[config.mk]
export PLATFORM = sky130hd
export DESIGN_NAME = id_stage
export DESIGN_NICKNAME = d
export VERILOG_FILES = /design/src/rtl/id_stage.sv
export SDC_FILE = /design/constraint.sdc
export NUM_CORES = 2
export LEC_CHECK = 0
export BUFFER_PORTS_ARGS = -buffer_cell sky130_fd_sc_hd__buf_2
export CORE_ASPECT_RATIO = 0.7
export CORE_MARGIN = 2
export CORE_UTILIZATION = 51
export DETAILED_ROUTE_END_ITERATION = 10
export PLACE_DENSITY = 0.75
export SLEW_MARGIN = 20
export SYNTH_ARGS = -nofsm -noshare
export SYNTH_HDL_FRONTEND = slang
export SYNTH_SLANG_ARGS = --single-unit
[constraint.sdc]
create_clock -name clk -period 66.6 [get_ports clk]
set_input_delay 6.66 -clock clk [delete_from_list [all_inputs] [get_ports clk]]
set_output_delay 6.66 -clock clk [all_outputs]
set_load 0.02 [all_outputs]
[src/rtl/id_stage.sv]
// Instruction-decode stage: register file with write-back bypass, control
// decode, RAW hazard detection against EX/MEM, branch resolution in ID and
// the ID/EX pipeline register.
module id_stage #(
    parameter int REG_COUNT = 32,
    parameter int DATA_W    = 32
) (
    input  logic              clk,
    input  logic              rst,
    input  logic [DATA_W-1:0] pc_in,
    input  logic [31:0]       instr_in,
    input  logic              wb_en,
    input  logic [4:0]        wb_dest,
    input  logic [DATA_W-1:0] wb_data,
    input  logic              ex_wb_en,
    input  logic              mem_wb_en,
    input  logic [4:0]        ex_dest,
    input  logic [4:0]        mem_dest,
    output logic              stall,
    output logic              br_taken,
    output logic [DATA_W-1:0] br_addr,
    output logic [DATA_W-1:0] pc_out,
    output logic [DATA_W-1:0] val1,
    output logic [DATA_W-1:0] val2,
    output logic [DATA_W-1:0] imm_ext,
    output logic [4:0]        dest,
    output logic [3:0]        exe_cmd,
    output logic              alu_imm,
    output logic              mem_rd,
    output logic              mem_wr,
    output logic              wb_en_out
);

    typedef struct packed {
        logic       rtype;
        logic       use1;
        logic       use2;
        logic       alu_imm;
        logic       mem_rd;
        logic       mem_wr;
        logic       wb;
        logic       bez;
        logic       bne;
        logic       jmp;
        logic       nop;
        logic [3:0] cmd;
    } dec_t;

    logic [5:0]        op;
    logic [4:0]        src1, rt, rd, dsel;
    logic [DATA_W-1:0] rf [REG_COUNT];
    logic [DATA_W-1:0] v1, v2, imm_x;
    logic              hz1, hz2, bubble;
    dec_t              d;

    assign op   = instr_in[31:26];
    assign src1 = instr_in[25:21];
    assign rt   = instr_in[20:16];
    assign rd   = instr_in[15:11];
    assign imm_x = {{(DATA_W-16){instr_in[15]}}, instr_in[15:0]};

    // Opcode decode; anything unrecognised falls through as a NOP
    always_comb begin
        d     = '0;
        d.cmd = 4'hF;
        d.nop = 1'b0;
        case (op)
            6'b000001: begin d.rtype = 1'b1; d.cmd = 4'b0000; end
            6'b000011: begin d.rtype = 1'b1; d.cmd = 4'b0010; end
            6'b000101: begin d.rtype = 1'b1; d.cmd = 4'b0100; end
            6'b000110: begin d.rtype = 1'b1; d.cmd = 4'b0101; end
            6'b000111: begin d.rtype = 1'b1; d.cmd = 4'b0110; end
            6'b001000: begin d.rtype = 1'b1; d.cmd = 4'b0111; end
            6'b001001: begin d.rtype = 1'b1; d.cmd = 4'b1000; end
            6'b001010: begin d.rtype = 1'b1; d.cmd = 4'b1000; end
            6'b001011: begin d.rtype = 1'b1; d.cmd = 4'b1001; end
            6'b001100: begin d.rtype = 1'b1; d.cmd = 4'b1010; end
            6'b100000: begin d.use1 = 1'b1; d.wb = 1'b1; d.alu_imm = 1'b1; d.cmd = 4'b0000; end
            6'b100001: begin d.use1 = 1'b1; d.wb = 1'b1; d.alu_imm = 1'b1; d.cmd = 4'b0010; end
            6'b100100: begin d.use1 = 1'b1; d.wb = 1'b1; d.alu_imm = 1'b1; d.mem_rd = 1'b1; d.cmd = 4'b0000; end
            6'b100101: begin d.use1 = 1'b1; d.use2 = 1'b1; d.alu_imm = 1'b1; d.mem_wr = 1'b1; d.cmd = 4'b0000; end
            6'b101000: begin d.use1 = 1'b1; d.bez = 1'b1; end
            6'b101001: begin d.use1 = 1'b1; d.use2 = 1'b1; d.bne = 1'b1; end
            6'b101010: d.jmp = 1'b1;
            default:   d.nop = 1'b1;
        endcase
        if (d.rtype) begin
            d.use1 = 1'b1;
            d.use2 = 1'b1;
            d.wb   = 1'b1;
        end
    end

    assign dsel = d.rtype ? rd : rt;

    // Register read with same-cycle write-back bypass; r0 is hardwired zero
    always_comb begin
        v1 = rf[src1];
        v2 = rf[rt];
        if (wb_en && wb_dest == src1) v1 = wb_data;
        if (wb_en && wb_dest == rt)   v2 = wb_data;
        if (src1 == 5'd0) v1 = '0;
        if (rt == 5'd0)   v2 = '0;
    end

    // RAW hazard against the producers still in EX and MEM
    always_comb begin
        hz1 = (src1 != 5'd0) && ((ex_wb_en && ex_dest == src1) || (mem_wb_en && mem_dest == src1));
        hz2 = (rt != 5'd0)   && ((ex_wb_en && ex_dest == rt)   || (mem_wb_en && mem_dest == rt));
    end

    assign stall = !rst && ((d.use1 && hz1) || (d.use2 && hz2));

    // Branch resolution; only trusted once operands are hazard-free
    assign br_taken = !rst && !stall &&
                      (d.jmp || (d.bez && v1 == '0) || (d.bne && v1 != v2));
    assign br_addr  = pc_in + (imm_x << 2);

    assign bubble = stall || br_taken || d.nop;

    // Register file: r0 is never written
    always_ff @(posedge clk or posedge rst) begin
        if (rst) begin
            for (int i = 0; i < REG_COUNT; i++) rf[i] <= '0;
        end else if (wb_en && wb_dest != 5'd0) begin
            rf[wb_dest] <= wb_data;
        end
    end

    // ID/EX pipeline register; hazards, taken branches and NOPs load a bubble
    always_ff @(posedge clk or posedge rst) begin
        if (rst) begin
            pc_out    <= '0;
            val1      <= '0;
            val2      <= '0;
            imm_ext   <= '0;
            dest      <= '0;
            exe_cmd   <= '0;
            alu_imm   <= 1'b0;
            mem_rd    <= 1'b0;
            mem_wr    <= 1'b0;
            wb_en_out <= 1'b0;
        end else if (bubble) begin
            pc_out    <= '0;
            val1      <= '0;
            val2      <= '0;
            imm_ext   <= '0;
            dest      <= '0;
            exe_cmd   <= 4'hF;
            alu_imm   <= 1'b0;
            mem_rd    <= 1'b0;
            mem_wr    <= 1'b0;
            wb_en_out <= 1'b0;
        end else begin
            pc_out    <= pc_in;
            val1      <= v1;
            val2      <= v2;
            imm_ext   <= imm_x;
            dest      <= dsel;
            exe_cmd   <= d.cmd;
            alu_imm   <= d.alu_imm;
            mem_rd    <= d.mem_rd;
            mem_wr    <= d.mem_wr;
            wb_en_out <= d.wb;
        end
    end

endmodule

==> results.md <==
* Largest net degree at the start of global routing at 170
* Nets at roughly 4700
* Skew final at 23.9 ps
* CP max stage cell: a2111oi_1
* Req. time, crit path at 59940 ps
* Relative slew slack at 0.208
* Top-level I/O count at 291
* Cell row count at 106
* Drt drc at 2
* Worst path most repeated cell: nand4_1
* DR WL/cell at between 30 and 40 µm
* Die width at 421 µm
* Worst hold path stage count at 0
* First-pass GRT wire length at 300000 µm
* DP Wirelength at 123000 µm
* R2R Path Start: rf[5]
* Clock period minus worst slack at 19210 ps
* Post-synthesis instance total at between 4000 and 5000
* Leakage Power at between 30 and 40 nW
* Final WL at 206000 µm
* Share of cells above drive strength 1 at 0.444
* Initial DRC Count at 6564
* DR pass1 iterations at 11
* Most frequent cells in the layout: 1149 x dfrtp_1, 969 x mux2_2, 464 x mux4_2
* Die area at 0.124 mm²
* IO Port Bufs at just under 300
* Worst vdd ir at 0.0190 mV
* Post-route ant nets at 0
* Ys async rst share at 1.00
* Avg Inst Size Synth at around 14 µm²
* RSZ-0062 raised after global routing: false
* Setup repair bufs after CTS at 0
* Worst-Skew Late Latency at 730 ps
* Core area at 0.120 mm²
* Setup Slack @ Placement at 47270 ps
* Worst-margin pin slew at 1190 ps
* Initial Util at 0.517
* Endpoints failing hold at 0
* Most common cell after layout, fill and taps aside: dfrtp_1
* Max-cap violations at 0
* DR vias at 43800
* Max Clock Freq at ~52 MHz
* Non-filler instance count after layout at 6299
* Hold Path End: rf[996]
* Placed cell count at 6093
* CTS root buf: clkbuf_16
* Final Max Tran Viols at 0
* Arrival time worst endpoint at 12550 ps
* CTS Buf Count at 110
* Hold/Removal Path Class: flip-flop to flip-flop
* P&R area growth vs syn at 10.0%
* GPL Wtd Cong at approximately 0.96
* Cell count of the worst reg-to-reg path at 12
* Register bit total from synthesis at 1149
* Synth warn at 0
* Mapped cell area at 0.0619 mm²
* Flop2flop setup slack at 59960 ps
* Buffers & Inverters on Critical Path at 4
* Crit-path cells: buf_8, buf_4, buf_12, mux4_2, a22oi_1, a21oi_1, or3_1, o211ai_1, nand4_1, a2111oi_1, nand4_1, o21a_1, nor3_1, buf_2
* Top delay family on crit path: buffers and inverters
* Top FF cell, synth: dfrtp_1
* Cts hold-fix bufs at 0
* Unique masters post-synth at 75
* Setup violators final at 0
* Crit Reg-Reg Endpoint: val1[12]
* Bufs on Longest Clock Path at 3
* Vias in the first global route at around 43000
* Hold WS at just under 400 ps
* Initial antenna violation count at 12
* Resize count post-CTS at 0
* Worst path max stage delay at between 900 and 1000 ps
* Hold path start: rf[996]
* Crit Path Category: primary input to output pin
* Failing checks: DRC
* Fin Setup TNS at 0 ps
* Crit path launch type: primary input
* Clock-pin slew on the worst setup and hold paths at approximately 60 ps
* Setup WS post-layout at 47390 ps
* H-tree Lvls at 3
* Sequential area share after synthesis at 0.464
* Power per Cell Area at 30.1 mW/mm²
* Total track usage at 0.331
* CTS tree: done
* Final Cycle Share at 0.288
* Crit end category: output pin
* Via-to-Cell Ratio at 6.95
* CP max FO at 112
* Fillcell total at 9512
* Status: finished, violations left
* Syn_nets at 4692
* Die Span Y at 296 µm
* Sink Count at 1149
* Grt total ovfl at 0
* Post-synth EDFFs at 0
==> worst max-delay path by stage <==
stage | cells past startpoint | slack [ps] | start | end
3_5_place_dp | 14 | 47270 | instr_in[21] | br_taken
3_3_place_gp | 14 | 47480 | instr_in[21] | br_taken
4_1_cts | 14 | 47220 | instr_in[21] | br_taken
6_report | 14 | 47390 | instr_in[21] | br_taken
2_1_floorplan | 1 | 27570 | rst | alu_imm
5_1_grt | 15 | 47070 | instr_in[16] | br_taken
==> metrics by stage <==
stage	power [mW]	area (µm²)	util
after floorplan	1.24	61900	-
after global placement	1.35	64300	0.536
after detailed placement	1.37	64300	0.536
after CTS	2.04	68100	0.568
after global routing	2.12	68100	0.568
final	2.05	68200	0.568
==> state kept, by name, summed over array words and instances (netlist names) <==
name,flops
dest,5
rf,1024
val1,32
imm_ext,16
mem_rd,1
alu_imm,1
val2,32
mem_wr,1
exe_cmd,4
pc_out,32
wb_en_out,1
==> synthesized netlist by cell type, types with 8 or more instances <==
cell	count	area [µm²]
dfrtp_1	1149	28800
mux2_2	969	10900
mux4_2	464	10500
clkbuf_1	302	1130
nor2_1	201	754
mux2i_1	185	1850
nand2_1	147	552
o21ai_0	113	566
a22oi_1	96	721
a21oi_1	90	450
inv_1	82	308
buf_2	67	335
buf_4	53	398
o22ai_1	45	282
xnor2_1	42	368
xor2_1	40	350
nor3_1	36	180
nand3_1	34	170
nor2b_1	33	206
buf_6	30	338
ha_1	29	363
a22o_1	23	201
a211oi_1	22	165
a31oi_1	19	119
buf_1	19	71.3
nand2b_1	19	119
o211ai_1	19	143
nand4_1	18	113
a221oi_1	17	149
o21ai_1	14	70.1
or3_1	14	87.6
o21a_1	12	90.1
and2_1	10	62.6
nor4_1	10	62.6
or2_2	10	62.6
nor3b_1	9	67.6
a21o_1	8	60.1
nand3b_1	8	60.1
==> power breakdown <==
group / switching [mW] / internal, mW / leakage (nW) / total (mW)
Sequential: 0.0939 / 0.822 / 14.8 / 0.916
Combinational: 0.215 / 0.240 / 13.5 / 0.455
Clock: 0.286 / 0.395 / 1.91 / 0.681
==> metal layers <==
layer	vias to the layer above	track usage	share of wire	wire length, µm
li1	17200	-	-	-
met1	22800	0.465	0.39	80200
met2	3141	0.464	0.42	87500
met3	630	0.130	0.14	29200
met4	18	0.128	0.044	9140
met5	-	0	0.00054	112
==> kinds of logic after synthesis <==
logic type | Yosys count | share of synthesized area
adders and majority gates | 30 | 0.00618
and+or+nand+nor | 567 | 0.0428
xor gates and xnor gates | 82 | 0.0116
muxes | 1618 | 0.375
buffers and inverters | 556 | 0.0423
AOI/OAI and AO/OA | 544 | 0.0582
DFF | 1149 | 0.464
==> area by class of cell <==
type	count	area, µm²	share of cell area
well taps	1620	2030	0.0297
inverters	82	315	0.00463
flip-flops and latches	1149	28800	0.422
multi-input cells	2841	30800	0.451
repair buffers	401	2400	0.0353
clock buffers	160	3280	0.0482
diodes	6	15.0	0.000220
clock inverters	40	587	0.00861
No activity file was read; power rests on OpenSTA's default activity.
